<file path="src/rtl/push_button_conditioner.sv">
// Synchronises, debounces and edge-detects four push buttons, and encodes the latest press as a direction.
// Level, press pulse and direction strobe all land SYNC_STAGES + DEBOUNCE_CYCLES edges after a stable input change.
module push_button_conditioner #(
  parameter int SYNC_STAGES     = 2,
  parameter int DEBOUNCE_CYCLES = 1000000,
  parameter int COUNTER_WIDTH   = 20
) (
  input  logic       CLK,
  input  logic       RESET,
  input  logic [3:0] BUTTONS_IN,
  output logic [3:0] BUTTONS_LEVEL,
  output logic [3:0] BUTTONS_PRESS,
  output logic [1:0] DIRECTION,
  output logic       DIRECTION_VALID
);
  localparam int                       LAST    = SYNC_STAGES - 1;
  localparam logic [COUNTER_WIDTH-1:0] CNT_MAX = COUNTER_WIDTH'(DEBOUNCE_CYCLES - 1);

  logic [SYNC_STAGES-1:0][3:0]   sync_q, sync_d;
  logic [3:0][COUNTER_WIDTH-1:0] cnt_q, cnt_d;
  logic [3:0]                    level_q, level_d;
  logic [3:0]                    press_q, press_d;
  logic [1:0]                    dir_q, dir_d;
  logic                          dir_vld_q, dir_vld_d;

  always_comb begin
    sync_d = {sync_q[SYNC_STAGES-2:0], BUTTONS_IN};
  end

  always_comb begin
    level_d = level_q;
    cnt_d   = '0;
    for (int i = 0; i < 4; i++) begin
      if (sync_q[LAST][i] != level_q[i]) begin
        if (cnt_q[i] == CNT_MAX) begin
          level_d[i] = ~level_q[i];
        end else begin
          cnt_d[i] = cnt_q[i] + 1'b1;
        end
      end
    end

    // Press and direction are derived from level_d so all three change on the same edge.
    press_d   = level_d & ~level_q;
    dir_vld_d = |press_d;
    dir_d     = dir_q;
    for (int i = 3; i >= 0; i--) begin
      if (press_d[i]) begin
        dir_d = 2'(i);
      end
    end
  end

  always_ff @(posedge CLK) begin
    if (RESET) begin
      sync_q    <= '0;
      cnt_q     <= '0;
      level_q   <= '0;
      press_q   <= '0;
      dir_q     <= '0;
      dir_vld_q <= 1'b0;
    end else begin
      sync_q    <= sync_d;
      cnt_q     <= cnt_d;
      level_q   <= level_d;
      press_q   <= press_d;
      dir_q     <= dir_d;
      dir_vld_q <= dir_vld_d;
    end
  end

  assign BUTTONS_LEVEL   = level_q;
  assign BUTTONS_PRESS   = press_q;
  assign DIRECTION       = dir_q;
  assign DIRECTION_VALID = dir_vld_q;
endmodule

</file>
<file path="config.mk">
export PLATFORM = sky130hd
export DESIGN_NAME = push_button_conditioner
export DESIGN_NICKNAME = d
export VERILOG_FILES = /design/src/rtl/push_button_conditioner.sv
export SDC_FILE = /design/constraint.sdc
export NUM_CORES = 1
export LEC_CHECK = 0
export BUFFER_PORTS_ARGS = -buffer_cell sky130_fd_sc_hd__buf_4
export CAP_MARGIN = 30
export CORE_MARGIN = 1.5
export CORE_UTILIZATION = 61
export CTS_CLUSTER_DIAMETER = 30
export DETAILED_ROUTE_END_ITERATION = 10
export PLACE_DENSITY = 0.85
export SLEW_MARGIN = 10
export SYNTH_ARGS = -nofsm -noshare
export SYNTH_HDL_FRONTEND = slang
export SYNTH_SLANG_ARGS = --single-unit
</file>
<file path="constraint.sdc">
create_clock -name CLK -period 2.4 [get_ports CLK]
set_input_delay 0.48 -clock CLK [delete_from_list [all_inputs] [get_ports CLK]]
set_output_delay 0.48 -clock CLK [all_outputs]
set_load 0.05 [all_outputs]
</file>
==> metrics.yaml <==
die:
  start_util_pct: 64.25
  die_h_um: 85.71
  die_area_sq_mm: 0.007345
  core_sq_mm: 0.006495
  fp-row-count: 29
  ios: 17
  fp.dieW_um: 85.71
synthesis:
  ys_ff_latch: 99
  yosysTopAreaCell: "dfxtp_1"
  synthArstFlopShare_pct: 0
  yosysWarningCount: 0
  synth_edf_count: 0
  syn_area_per_cell_sq_um: 8.954
  synth.yosys.seq_area_share_pct: 47.50
  synth.most_common_cell: "nor2_1"
  synth_commonest_cells: "109 x nor2_1, 99 x dfxtp_1, 46 x xor2_1"
  synth_area_leaders: "dfxtp_1 47%, nor2_1 9.8%, xor2_1 9.7%"
  syn-instance-count: 466
  synth_flop_cell: "dfxtp_1"
  ys_types: 40
  synth_fp_nets: 476
  synth_area_sq_mm: 0.004173
  synth_top_area_share_pct: 47.50
pwr:
  peakVddDrop_mv: 0.4758
  leakage_nw: 1.518
  pwr_density_cell_mw_per_mm2: 600.5
outcome:
  outcome: "completed"
clock_network:
  cts_tree: "done"
  cts.path.max_buffers: 2
  insertion_delay_ns: 0.36
  cts_buffers: 9
  cts_setup_buffers: 0
  cts_hold_buf: 0
  htreeDepth: 3
  clock-root-buffer: "clkbuf_8"
  cts_sinks: 99
  clkTransAtPathRegs_ns: 0.09
  cts_resized: 0
placement:
  hpwl_mm: 5.107
  numPortBuffers: 16
  dp.cells: 551
  gp_congestion: 0.8201
global_route:
  track_usage_pct: 21.68
  grt_pass1_vias: 2897
  antenna_found_initial: 0
  grt_first_pass_wirelength_mm: 12.84
  grt_max_degree: 24
  overflow: 0
timing:
  worst_pin_slew_ns: 0.6359
  skew_ns: 0.007387
  final.setup.tns_ns: 0
  slew_headroom_pct: 57.28
  setup_violations: 0
  clock.fmax_mhz: 508.8
  fin_crit_sh_pct: 81.89
  min_period_ns: 1.965
  hold_violations: 0
  slew_violations: 0
  rsz0062_at_grt: "no"
detailed_routing:
  ant_nets: 0
  wl_mm: 7.362
  drt_first_pass_iters: 4
  wire_per_inst_um: 12.98
  vias: 3117
  drcViolationCount: 0
  drt-initial-drc-count: 123
  vias_per_cell: 5.497
critical_path:
  cp.arrival_ns: 2.22
  r2r_end: "cnt_q[35]"
  crit_slowest_cell: "dfxtp_1"
  cp-start-kind: "flip-flop"
  timing.rr.start: "cnt_q[20]"
  end_kind: "flip-flop"
  critPathKind: "reg -> reg"
  critical_path.max_fanout: 12
  required_ns: 2.66
  critical-path-max-stage-delay_ns: 0.38
  reg2regPathDepth: 7
  cp_cell_sequence: "ha_1 > and4_1 > nand2_1 > nor3_1 > or3_1 > buf_4 > nor2_1"
  reg2reg_slack_ns: 0.43
job:
  drv_cap: 0
layout:
  fin_cells: 567
  antennaDiodeCount: 0
  drive_gt1_share_pct: 8.367
  syn_to_final_growth_pct: 8.726
  fin_nets: 495
hold_path:
  holdPathEnd: "sync_d[7]"
  hp-class: "in -> reg"
  hold_path_depth: 2
  min_from: "BUTTONS_IN[3]"
==> registers in the layout, summed over array words and instances, names as in the netlist <==
name             flops
BUTTONS_PRESS        4
DIRECTION_VALID      1
sync_q               4
BUTTONS_LEVEL        4
DIRECTION            2
sync_d               4
cnt_q               80
==> kinds of logic after synthesis <==
| kind of cell | after synthesis | share of synthesized area, % |
|---|---|---|
| mux | 4 | 0.9596 |
| buf+inv | 22 | 2.789 |
| xor+xnor | 74 | 15.53 |
| simple gates | 255 | 30.82 |
| fa+ha+maj | 4 | 1.199 |
| compound gates | 8 | 1.199 |
| flops | 99 | 47.50 |
==> through the flow <==
stage | power, mW | setup WS (ns) | area, sq um | utilization, % | hold slack (ns)
4_1_cts | 2.753 | 0.4306 | 4537 | 69.85 | 0.3219
2_1_floorplan | 1.719 | 0.6898 | 4173 | - | 0.4138
3_3_place_gp | 1.728 | 0.5656 | 4340 | 66.83 | 0.4169
5_1_grt | 2.832 | 0.2436 | 4537 | 69.85 | 0.3272
3_5_place_dp | 1.730 | 0.4629 | 4340 | 66.83 | 0.4231
6_report | 2.724 | 0.4347 | 4537 | 69.85 | 0.3416
==> metal layers <==
layer / vias to the layer above / part of all wire [%] / track usage [%]
met1: 1450 / 47 / 27.51
met3: 4 / 4.1 / 7.411
met2: 58 / 48 / 35.72
met4: 0 / 0.49 / 5.132
li1: 1605 / - / -
met5: - / 0 / 0
==> worst max-delay path by stage <==
stage / from / to / cells past startpoint
4_1_cts: cnt_q[20] / cnt_q[35] / 7
2_1_floorplan: cnt_q[0] / DIRECTION[1] / 6
6_report: cnt_q[20] / cnt_q[35] / 7
3_3_place_gp: cnt_q[20] / cnt_q[23] / 7
5_1_grt: cnt_q[60] / DIRECTION[1] / 6
3_5_place_dp: cnt_q[20] / cnt_q[26] / 7
==> area by class of cell <==
type                            instances  area (sq um)
Inverter                               10         37.54
Clock buffer                           12         165.2
Sequential cell                        99          1982
Fill cell                             505          1958
Tap cell                               77         96.34
Timing Repair Buffer                   20         150.1
Multi-Input combinational cell        345          2074
Clock inverter                          4         31.28
==> power by group <==
group          switching, mW  internal [mW]  total (mW)  leakage [nW]
clock network          0.563          0.470        1.03         0.103
registers            0.00481           1.65        1.65         0.799
logic                 0.0215         0.0158      0.0373         0.615
total                  0.589           2.14        2.72          1.52
==> cell usage in the layout, fill, tap and decap left out, drive strengths merged <==
cell / Yosys / routed
or4b: 1 / 1
nor4b: 4 / 4
a211oi: 1 / 1
a21o: 1 / 1
or4: 1 / 1
clkinv: 0 / 2
or2: 3 / 3
a31oi: 1 / 1
nor2b: 10 / 10
buf: 6 / 20
nor2: 109 / 109
mux2i: 4 / 4
clkbuf: 6 / 12
xor2: 46 / 46
dfxtp: 99 / 99
nor4bb: 1 / 1
nand4: 27 / 27
a21oi: 3 / 3
and2: 1 / 1
nand4b: 2 / 2
xnor2: 28 / 28
nand2b: 4 / 4
or3: 3 / 3
o21ai: 1 / 1
nand3: 29 / 29
nor4: 6 / 6
nor3: 6 / 6
and3: 11 / 11
ha: 4 / 4
o2bb2ai: 1 / 1
nand2: 26 / 26
inv: 10 / 12
and4: 10 / 10
nor3b: 1 / 1
==> critical path: cells and delay by family (launching register included) <==
family        cells  cell delay (ns)
simple gates      5             1.01
flops             1             0.38
buf+inv           1             0.24
fa+ha+maj         1             0.23
No activity file was read; power rests on OpenSTA's default activity.
